$ cat src/rtl/quant_block_ctrl.sv
// rtl/quant_block_ctrl.sv - column-beat sequencer for the 8x8 block quantiser
//
// Walks one 8x8 DCT block through the quantiser as 8 column beats, tags each
// accepted beat through a Q_LAT-deep pipe so results carry column/last flags,
// and meters beats against downstream credits (the quantiser cannot stall).
//
// Optional feature macro: QUANT_BANK_EN (adds q_sel/q_bank table bank select).
//
// Ports:
//   clk, reset                  clock (rising edge), asynchronous active-low reset
//   blk_start                   start a block (sampled in IDLE only)
//   abort                       synchronous abort of the current block
//   in_valid / in_ready         DCT column beat handshake
//   q_start, q_col              quantiser enable and table column (combinational)
//   out_valid, out_col, out_last  delayed result tag
//   cred_ret                    downstream freed one column slot
//   busy, blk_done, blk_count   status, done pulse, completed-block counter
//   cred_err                    sticky credit overflow flag
//   q_sel / q_bank              (QUANT_BANK_EN) bank request / bank held per block

module quant_block_ctrl #(
    parameter int Q_LAT   = 1,
    parameter int CREDITS = 4,
    parameter int BLKW    = 16
) (
    input  logic            clk,
    input  logic            reset,
    input  logic            blk_start,
    input  logic            abort,
    input  logic            in_valid,
    output logic            in_ready,
    output logic            q_start,
    output logic [2:0]      q_col,
    output logic            out_valid,
    output logic [2:0]      out_col,
    output logic            out_last,
    input  logic            cred_ret,
    output logic            busy,
    output logic            blk_done,
    output logic [BLKW-1:0] blk_count,
    output logic            cred_err
`ifdef QUANT_BANK_EN
    ,
    input  logic [1:0]      q_sel,
    output logic [1:0]      q_bank
`endif
);

    typedef enum logic [1:0] {IDLE, RUN, DRAIN, DONE} state_t;

    localparam logic [3:0] CRED_MAX = 4'(CREDITS);

    state_t                  state_q, state_d;
    logic [2:0]              col_q, col_d;
    logic [3:0]              cred_q, cred_d;
    logic [Q_LAT-1:0]        vld_q, vld_d;
    logic [Q_LAT-1:0][2:0]   tcol_q, tcol_d;
    logic [BLKW-1:0]         cnt_q, cnt_d;
    logic                    err_q, err_d;
    logic                    accept;
`ifdef QUANT_BANK_EN
    logic [1:0]              bank_q, bank_d;
`endif

    always_comb begin
        // abort wins over accept, so the handshake is withdrawn in that cycle
        in_ready = (state_q == RUN) && (cred_q != 4'd0) && !abort;
        accept   = in_valid && in_ready;
        q_start  = accept;
        q_col    = accept ? col_q : 3'd0;

        state_d = state_q;
        col_d   = col_q;
        cred_d  = cred_q;
        cnt_d   = cnt_q;
        err_d   = err_q;
`ifdef QUANT_BANK_EN
        bank_d  = bank_q;
`endif

        // Tag pipe: stage 0 takes the accepted beat, last stage is the output
        vld_d     = '0;
        tcol_d    = '0;
        vld_d[0]  = accept;
        tcol_d[0] = q_col;
        for (int i = 1; i < Q_LAT; i++) begin
            vld_d[i]  = vld_q[i-1];
            tcol_d[i] = tcol_q[i-1];
        end

        // A simultaneous accept and return cancel out, so no overflow there
        case ({accept, cred_ret})
            2'b10: cred_d = cred_q - 4'd1;
            2'b01: begin
                if (cred_q == CRED_MAX) err_d = 1'b1;
                else                    cred_d = cred_q + 4'd1;
            end
            default: cred_d = cred_q;
        endcase

        case (state_q)
            IDLE: begin
                if (blk_start) begin
                    state_d = RUN;
                    col_d   = 3'd0;
`ifdef QUANT_BANK_EN
                    bank_d  = q_sel;
`endif
                end
            end
            RUN: begin
                if (accept) begin
                    col_d = col_q + 3'd1;
                    if (col_q == 3'd7) state_d = DRAIN;
                end
            end
            DRAIN: begin
                // Leave as soon as the last tag sits in the output stage, so
                // DONE follows the final out_valid cycle directly.
                if (vld_d == '0) state_d = DONE;
            end
            default: begin
                state_d = IDLE;
                cnt_d   = cnt_q + BLKW'(1);
            end
        endcase

        if (abort && (state_q != IDLE)) begin
            state_d = IDLE;
            col_d   = 3'd0;
            cred_d  = CRED_MAX;
            vld_d   = '0;
            tcol_d  = '0;
            cnt_d   = cnt_q;
            err_d   = err_q;
        end
    end

    always_ff @(posedge clk or negedge reset) begin
        if (!reset) begin
            state_q <= IDLE;
            col_q   <= 3'd0;
            cred_q  <= CRED_MAX;
            vld_q   <= '0;
            tcol_q  <= '0;
            cnt_q   <= '0;
            err_q   <= 1'b0;
`ifdef QUANT_BANK_EN
            bank_q  <= 2'd0;
`endif
        end else begin
            state_q <= state_d;
            col_q   <= col_d;
            cred_q  <= cred_d;
            vld_q   <= vld_d;
            tcol_q  <= tcol_d;
            cnt_q   <= cnt_d;
            err_q   <= err_d;
`ifdef QUANT_BANK_EN
            bank_q  <= bank_d;
`endif
        end
    end

    assign out_valid = vld_q[Q_LAT-1];
    assign out_col   = vld_q[Q_LAT-1] ? tcol_q[Q_LAT-1] : 3'd0;
    assign out_last  = vld_q[Q_LAT-1] && (tcol_q[Q_LAT-1] == 3'd7);
    assign busy      = (state_q != IDLE);
    assign blk_done  = (state_q == DONE) && !abort;
    assign blk_count = cnt_q;
    assign cred_err  = err_q;
`ifdef QUANT_BANK_EN
    assign q_bank    = bank_q;
`endif

endmodule

$ cat config.mk
export PLATFORM = sky130hd
export DESIGN_NAME = quant_block_ctrl
export DESIGN_NICKNAME = d
export VERILOG_FILES = /design/src/rtl/quant_block_ctrl.sv
export SDC_FILE = /design/constraint.sdc
export NUM_CORES = 1
export LEC_CHECK = 0
export BUFFER_PORTS_ARGS = -buffer_cell sky130_fd_sc_hd__buf_2
export CAP_MARGIN = 20
export CORE_MARGIN = 4
export CORE_UTILIZATION = 35
export CTS_CLUSTER_DIAMETER = 100
export CTS_CLUSTER_SIZE = 14
export DETAILED_ROUTE_END_ITERATION = 8
export GPL_ROUTABILITY_DRIVEN = 0
export HOLD_SLACK_MARGIN = 0.03
export PLACE_DENSITY = 0.6
export SLEW_MARGIN = 20
export SYNTH_ARGS = -nofsm -noshare
export SYNTH_HDL_FRONTEND = slang
export SYNTH_SLANG_ARGS = --single-unit
$ cat constraint.sdc
create_clock -name clk -period 4.8 [get_ports clk]
set_input_delay 0.24 -clock clk [delete_from_list [all_inputs] [get_ports clk]]
set_output_delay 0.24 -clock clk [all_outputs]
set_load 0.005 [all_outputs]
Yosys cells after proc, flatten, opt, wreduce, memory -nomap -nowiden
Index checks and enable logic that the tools add are counted.
{ "op_classes": {"muxes": 17, "bitwise": 2, "n_reduce_logical": 18, "eq_ne": 13, "add_sub_neg": 4} }
{ "op_table": {"columns": ["operator", "n"], "rows": [
  ["$mux 3", 6],
  ["$add 16x1->16 const B", 1],
  ["$mux 2", 5],
  ["$ne 3x3->1 const B", 3],
  ["$mux 4", 2],
  ["$pmux 4 s2", 1],
  ["$eq 2x2->1 const B", 3],
  ["$eq 3x3->1 const B", 2],
  ["$logic_and 1x1->1", 6],
  ["$pmux 2 s3", 1],
  ["$pmux 3 s2", 1],
  ["$reduce_and 3->1", 2],
  ["$reduce_bool 3->1", 2],
  ["$add 4x1->4 const B", 1],
  ["$eq 2x1->1 const B", 2],
  ["$eq 4x3->1 const B", 1],
  ["$reduce_and 2->1", 2],
  ["$reduce_and 4->1", 1],
  ["$reduce_bool 4->1", 1],
  ["$sub 4x1->4 const B", 1],
  ["$add 3x1->3 const B", 1],
  ["$ne 3x1->1 const B", 1],
  ["$ne 3x2->1 const B", 1],
  ["$reduce_or 3->1", 1],
  ["other kinds (5)", 6]
]} }
{ "word_totals": {"output_inout_bits": 29, "elab_cells": 61, "input_bits": 6, "regBits": 30} }

Longest topological paths before layout
{ "logic_depth": {"ltp_word": 7, "mapped_depth": 12, "ltp_nobuf": 11} }

Worst setup path after synthesis
OpenSTA, ideal clock, no wires.
{ "synth_timing": {"path_kind": "flip-flop to flip-flop", "from": "reg cred_q[1]", "to": "reg cred_q[3]", "setup_ps": 79, "synth_period_minus_slack_ps": 2626, "stages_incl_launch_ff": 12, "required_ps": 4721, "n_path_buf": 1, "arrival_time_ps": 2547, "path_slack_ps": 2174, "path_cell_list": "dfrtp_1 > or4_4 > and3_1 > buf_2 > inv_2 > ha_1 > inv_1 > ha_1 > a21oi_1 > a21oi_1 > o31a_1 > mux2i_1"} }
{ "synth_between": {"elab_chain_cells": 7, "word_cells_on_any_way": 15, "cone_classes": "add/sub: 2; eq/ne: 4; mux: 3; reduce/logical: 6"} }
{ "synth_rtl": {"columns": ["element", "line_no", "source"], "rows": [
  ["start: declaration", "55", "logic [3:0] cred_q, cred_d;"],
  ["start signal: assignment", "154", "cred_q <= cred_d;"],
  ["$reduce_bool 4->1 (*)", "67", "in_ready = (state_q == RUN) && (cred_q != 4'd0) && !abort;"],
  ["$logic_and 1x1->1 (*) (2 in a row)", "67", null],
  ["$logic_and 1x1->1 (*)", "68", "accept = in_valid && in_ready;"],
  ["named net q_start", "32", "output logic q_start,"],
  ["$eq 2x1->1 or $eq 2x2->1 (tied branches)", "92", "case ({accept, cred_ret})"],
  ["$pmux 4 s2 (tied with other cells)", "92", null],
  ["$mux 4 or $reduce_and 2->1 (tied branches)", null, null]
]} }
Mark *: on every way through the listed nets, which the timed path passes. The rest lies on a longest branch. The select of a mux whose other input is x is not followed.
A chain may end at the register's enable or synchronous reset.

Worst setup path after layout
{ "layout_timing": {"from": "reg cred_q[1]", "to": "reg cred_q[3]"} }
{ "layout_between": {"elab_chain_cells": 7, "word_cells_on_any_way": 15, "cone_classes": "add/sub: 2; eq/ne: 4; mux: 3; reduce/logical: 6"} }
{ "layout_rtl": {"columns": ["element"], "rows": [
  ["parallel branches: the longest is 7 deep, another holds $add 4x1->4"]
]} }
Several ways; the timed one is not identified. The select of a mux whose other input is x is not followed.

==> flow_summary.toml <==
[status]
status = "completed"

[grt]
grt_pass1_wl_mm = 5.630
track_usage = 0.1320
grt_antenna_before_repair = 0
grt_start_max_net_pins = 31
grt_overflow = 0
grt_pass1_vias = 1221

[routing]
vias_per_cell = 5.126
drt_drc_violations_left = 0
wl_mm = 3.455
antenna_left = 0
first_iter_violations = 67
routedWlPerCell_microns = 14.46
dr.pass1.iters = 4
vias = 1225

[timing]
finalHoldViolations = 0
tns_ns = 0
rsz0062_at_grt = "false"
setup-violations-final = 0
skew_ns = 0.005890
maxSlewHeadroom = 0.5242
min_period_ns = 2.826
finalCritPeriodShare = 0.5888
max_freq_mhz = 353.8
tightest_slew_ns = 0.7138
final_max_slew_viol_count = 0

[logic_synthesis]
synth_top_area_share = 0.4531
synth_area_leaders = "dfrtp_1 (45%), ha_1 (7.8%), xnor2_1 (5.5%)"
syn_inst = 146
synth_ff_type = "dfrtp_1"
avgSynthCellArea_sq_um = 10.97
syn_area_sq_um = 1602
syn-num-nets = 163
yosysTopAreaCell = "dfrtp_1"
synth.yosys.seq_area_share = 0.4695
synth-edff-count = 0
ys_warn_count = 0
ys_ff_latch = 30
ys_async_sr_fraction = 1.000
synth_cell_types = 42

[place]
portBuffers = 34
dp_hpwl_mm = 2.610

[floorplanning]
die-area_sq_um = 5722
coreArea_sq_um = 4384
die_h_microns = 75.65
rows = 24
design.portCount = 35
start_util = 0.3653
die-width_microns = 75.65

[setup_path]
critical-path-max-stage-delay_ns = 0.58
crit_slowest_cell = "or4_4"
cp_max_fo = 8
critPathCaptureType = "flip-flop"
critPathKind = "flip-flop to flip-flop"
crit_chain = "or4_4, and3_1, inv_2, ha_1, inv_1, ha_1, a21oi_1, a21oi_1, o31a_1, mux2i_1"
cp.arrival_ns = 3.04
critPathLaunchType = "flip-flop"
worstPathRequired_ns = 5.01
r2r_setup_slack_ns = 1.97
rr_worst_depth = 10

[clock_network]
htree_levels = 2
clk_pin_slew_ns = 0.07
post_cts_buffers = 0
clockBufferDepth = 2
cts_sinks = 30
cts_buffers = 5
cts_root_buf = "clkbuf_8"
cts_resized = 0
cts_tree = "built"
clock_latency_ns = 0.28

[pwr]
seqPwrFrac = 0.356
ir_worst_vdd_mv = 0.1775
clockPowerShare = 0.322
p_per_area_nw_per_um2 = 504.3
swShare = 0.3188
internal_power_uw = 680.1
leakagePower_uw = 0.001023
switching_power_uw = 318.2
combinationalPowerShare = 0.322

[job]
maxCapViolations = 0

[final_layout]
n_antenna_cell = 0
area_growth_pct = 23.59
layout-drive-gt1-share = 0.2834
fin_nets = 203
fillCellCount = 419
final_util = 0.4515

[min_path]
min_path_type = "input pin to flip-flop"
min_delay_path_depth = 4
## final timing paths
check	startpoint	to
setup / recovery	cred_q[1]	cred_q[3]
hold / removal	cred_ret	cred_q[0]
setup reg to reg	cred_q[1]	cred_q[3]
hold reg to reg	blk_count[15]	blk_count[15]
max in group asynchronous	reset	state_q[0]
min in group asynchronous	reset	cred_err
## final cells by class
cell class	instances	area (sq um)	area share
Clock buffer	6	82.58	0.04172
Clock inverter	2	60.06	0.03034
Inverter	10	37.54	0.01896
Multi-Input combinational cell	104	802.0	0.4052
Sequential cell	30	752.0	0.3799
Tap cell	52	65.06	0.03287
Timing Repair Buffer	35	180.2	0.09102
## cells in the mapped netlist (all sizes together), types with 2 or more instances
| cell type | instances |
|---|---|
| xor2 | 6 |
| inv | 10 |
| mux2i | 3 |
| and3 | 6 |
| nand3 | 10 |
| a311oi | 2 |
| and4 | 3 |
| mux2 | 3 |
| nand2 | 6 |
| nand4 | 2 |
| xnor2 | 10 |
| and2 | 9 |
| nor3 | 4 |
| nor4 | 2 |
| nor2 | 5 |
| buf | 2 |
| dfrtp | 29 |
| nor2b | 3 |
| a22o | 2 |
| a21oi | 3 |
| ha | 10 |
## flip-flops by register name, summed over array words and instances (netlist names)
name	cells
state_q	2
col_q	3
out_valid	1
tcol_q	3
cred_err	1
cred_q	4
blk_count	16
## critical path: cells and delay by family (launching register included)
| kind | cells | cell delay, ns |
|---|---|---|
| AND/OR/NAND/NOR | 2 | 0.83 |
| AO/OA/AOI/OAI | 3 | 0.60 |
| adder cells (fa/ha/maj) | 2 | 0.57 |
| flip-flops | 1 | 0.42 |
| buffers and inverters | 2 | 0.20 |
| multiplexers | 1 | 0.13 |
## through the flow
| stage | total power [uW] | area (sq um) | setup slack [ns] | instances | hold slack [ns] |
|---|---|---|---|---|---|
| after floorplan | 584.8 | 1602 | 2.174 | 146 | -0.05559 |
| after global placement | 660.5 | 1827 | 2.133 | 230 | 0.3178 |
| after detailed placement | 683.4 | 1827 | 1.998 | 230 | 0.3342 |
| after CTS | 1012 | 1979 | 1.984 | 239 | 0.3825 |
| after global routing | 1066 | 1979 | 1.813 | 239 | 0.4332 |
| final | 998.3 | 1979 | 1.974 | 239 | 0.3881 |
## routing by layer
| metal | GRT usage | vias up | part of all wire |
|---|---|---|---|
| li1 | - | 598 | - |
| met1 | 0.1495 | 584 | 0.42 |
| met2 | 0.2167 | 30 | 0.49 |
| met3 | 0.04617 | 13 | 0.053 |
| met4 | 0.07379 | 0 | 0.034 |
| met5 | 0 | - | 0 |
## power groups by stage
| stage | Clock [uW] | Combinational [uW] | Sequential (uW) |
|---|---|---|---|
| after floorplan | 0 | 235 | 350 |
| after global placement | 0 | 306 | 355 |
| after detailed placement | 0 | 323 | 360 |
| after CTS | 331 | 325 | 356 |
| after global routing | 340 | 362 | 364 |
| final | 321 | 321 | 356 |
## cell families (layout without fill, tap and decap cells)
group,after synthesis,after routing,synth area share
and+or+nand+nor,55,55,0.2039
DFF,30,30,0.4695
AOI/OAI and AO/OA,16,16,0.07657
xor gates and xnor gates,16,16,0.08750
buffers and inverters,12,53,0.02968
adders and majority gates,11,11,0.09063
muxes,6,6,0.04218
## cell usage in the layout (no fill, tap or decap), types with 2 or more instances in the layout
cell type   n
mux2i_1     3
ha_1       10
nand4_1     2
clkbuf_8    6
xor2_1      6
nor3_1      4
bufinv_16   2
xnor2_1    10
a22o_1      2
and2_1      9
a311oi_1    2
dfrtp_1    29
mux2_2      2
nor2b_1     3
nor2_1      5
nand2_1     6
and3_1      5
a21oi_1     3
and4_1      2
inv_1       9
buf_2      34
nand3_1    10
## timing repair
item                       in CTS  in global routing
hold buffers                    1                  0
hold endpoints to repair       29                  0
setup endpoints to repair       0                  0
Power figures use the tool's default switching activity.
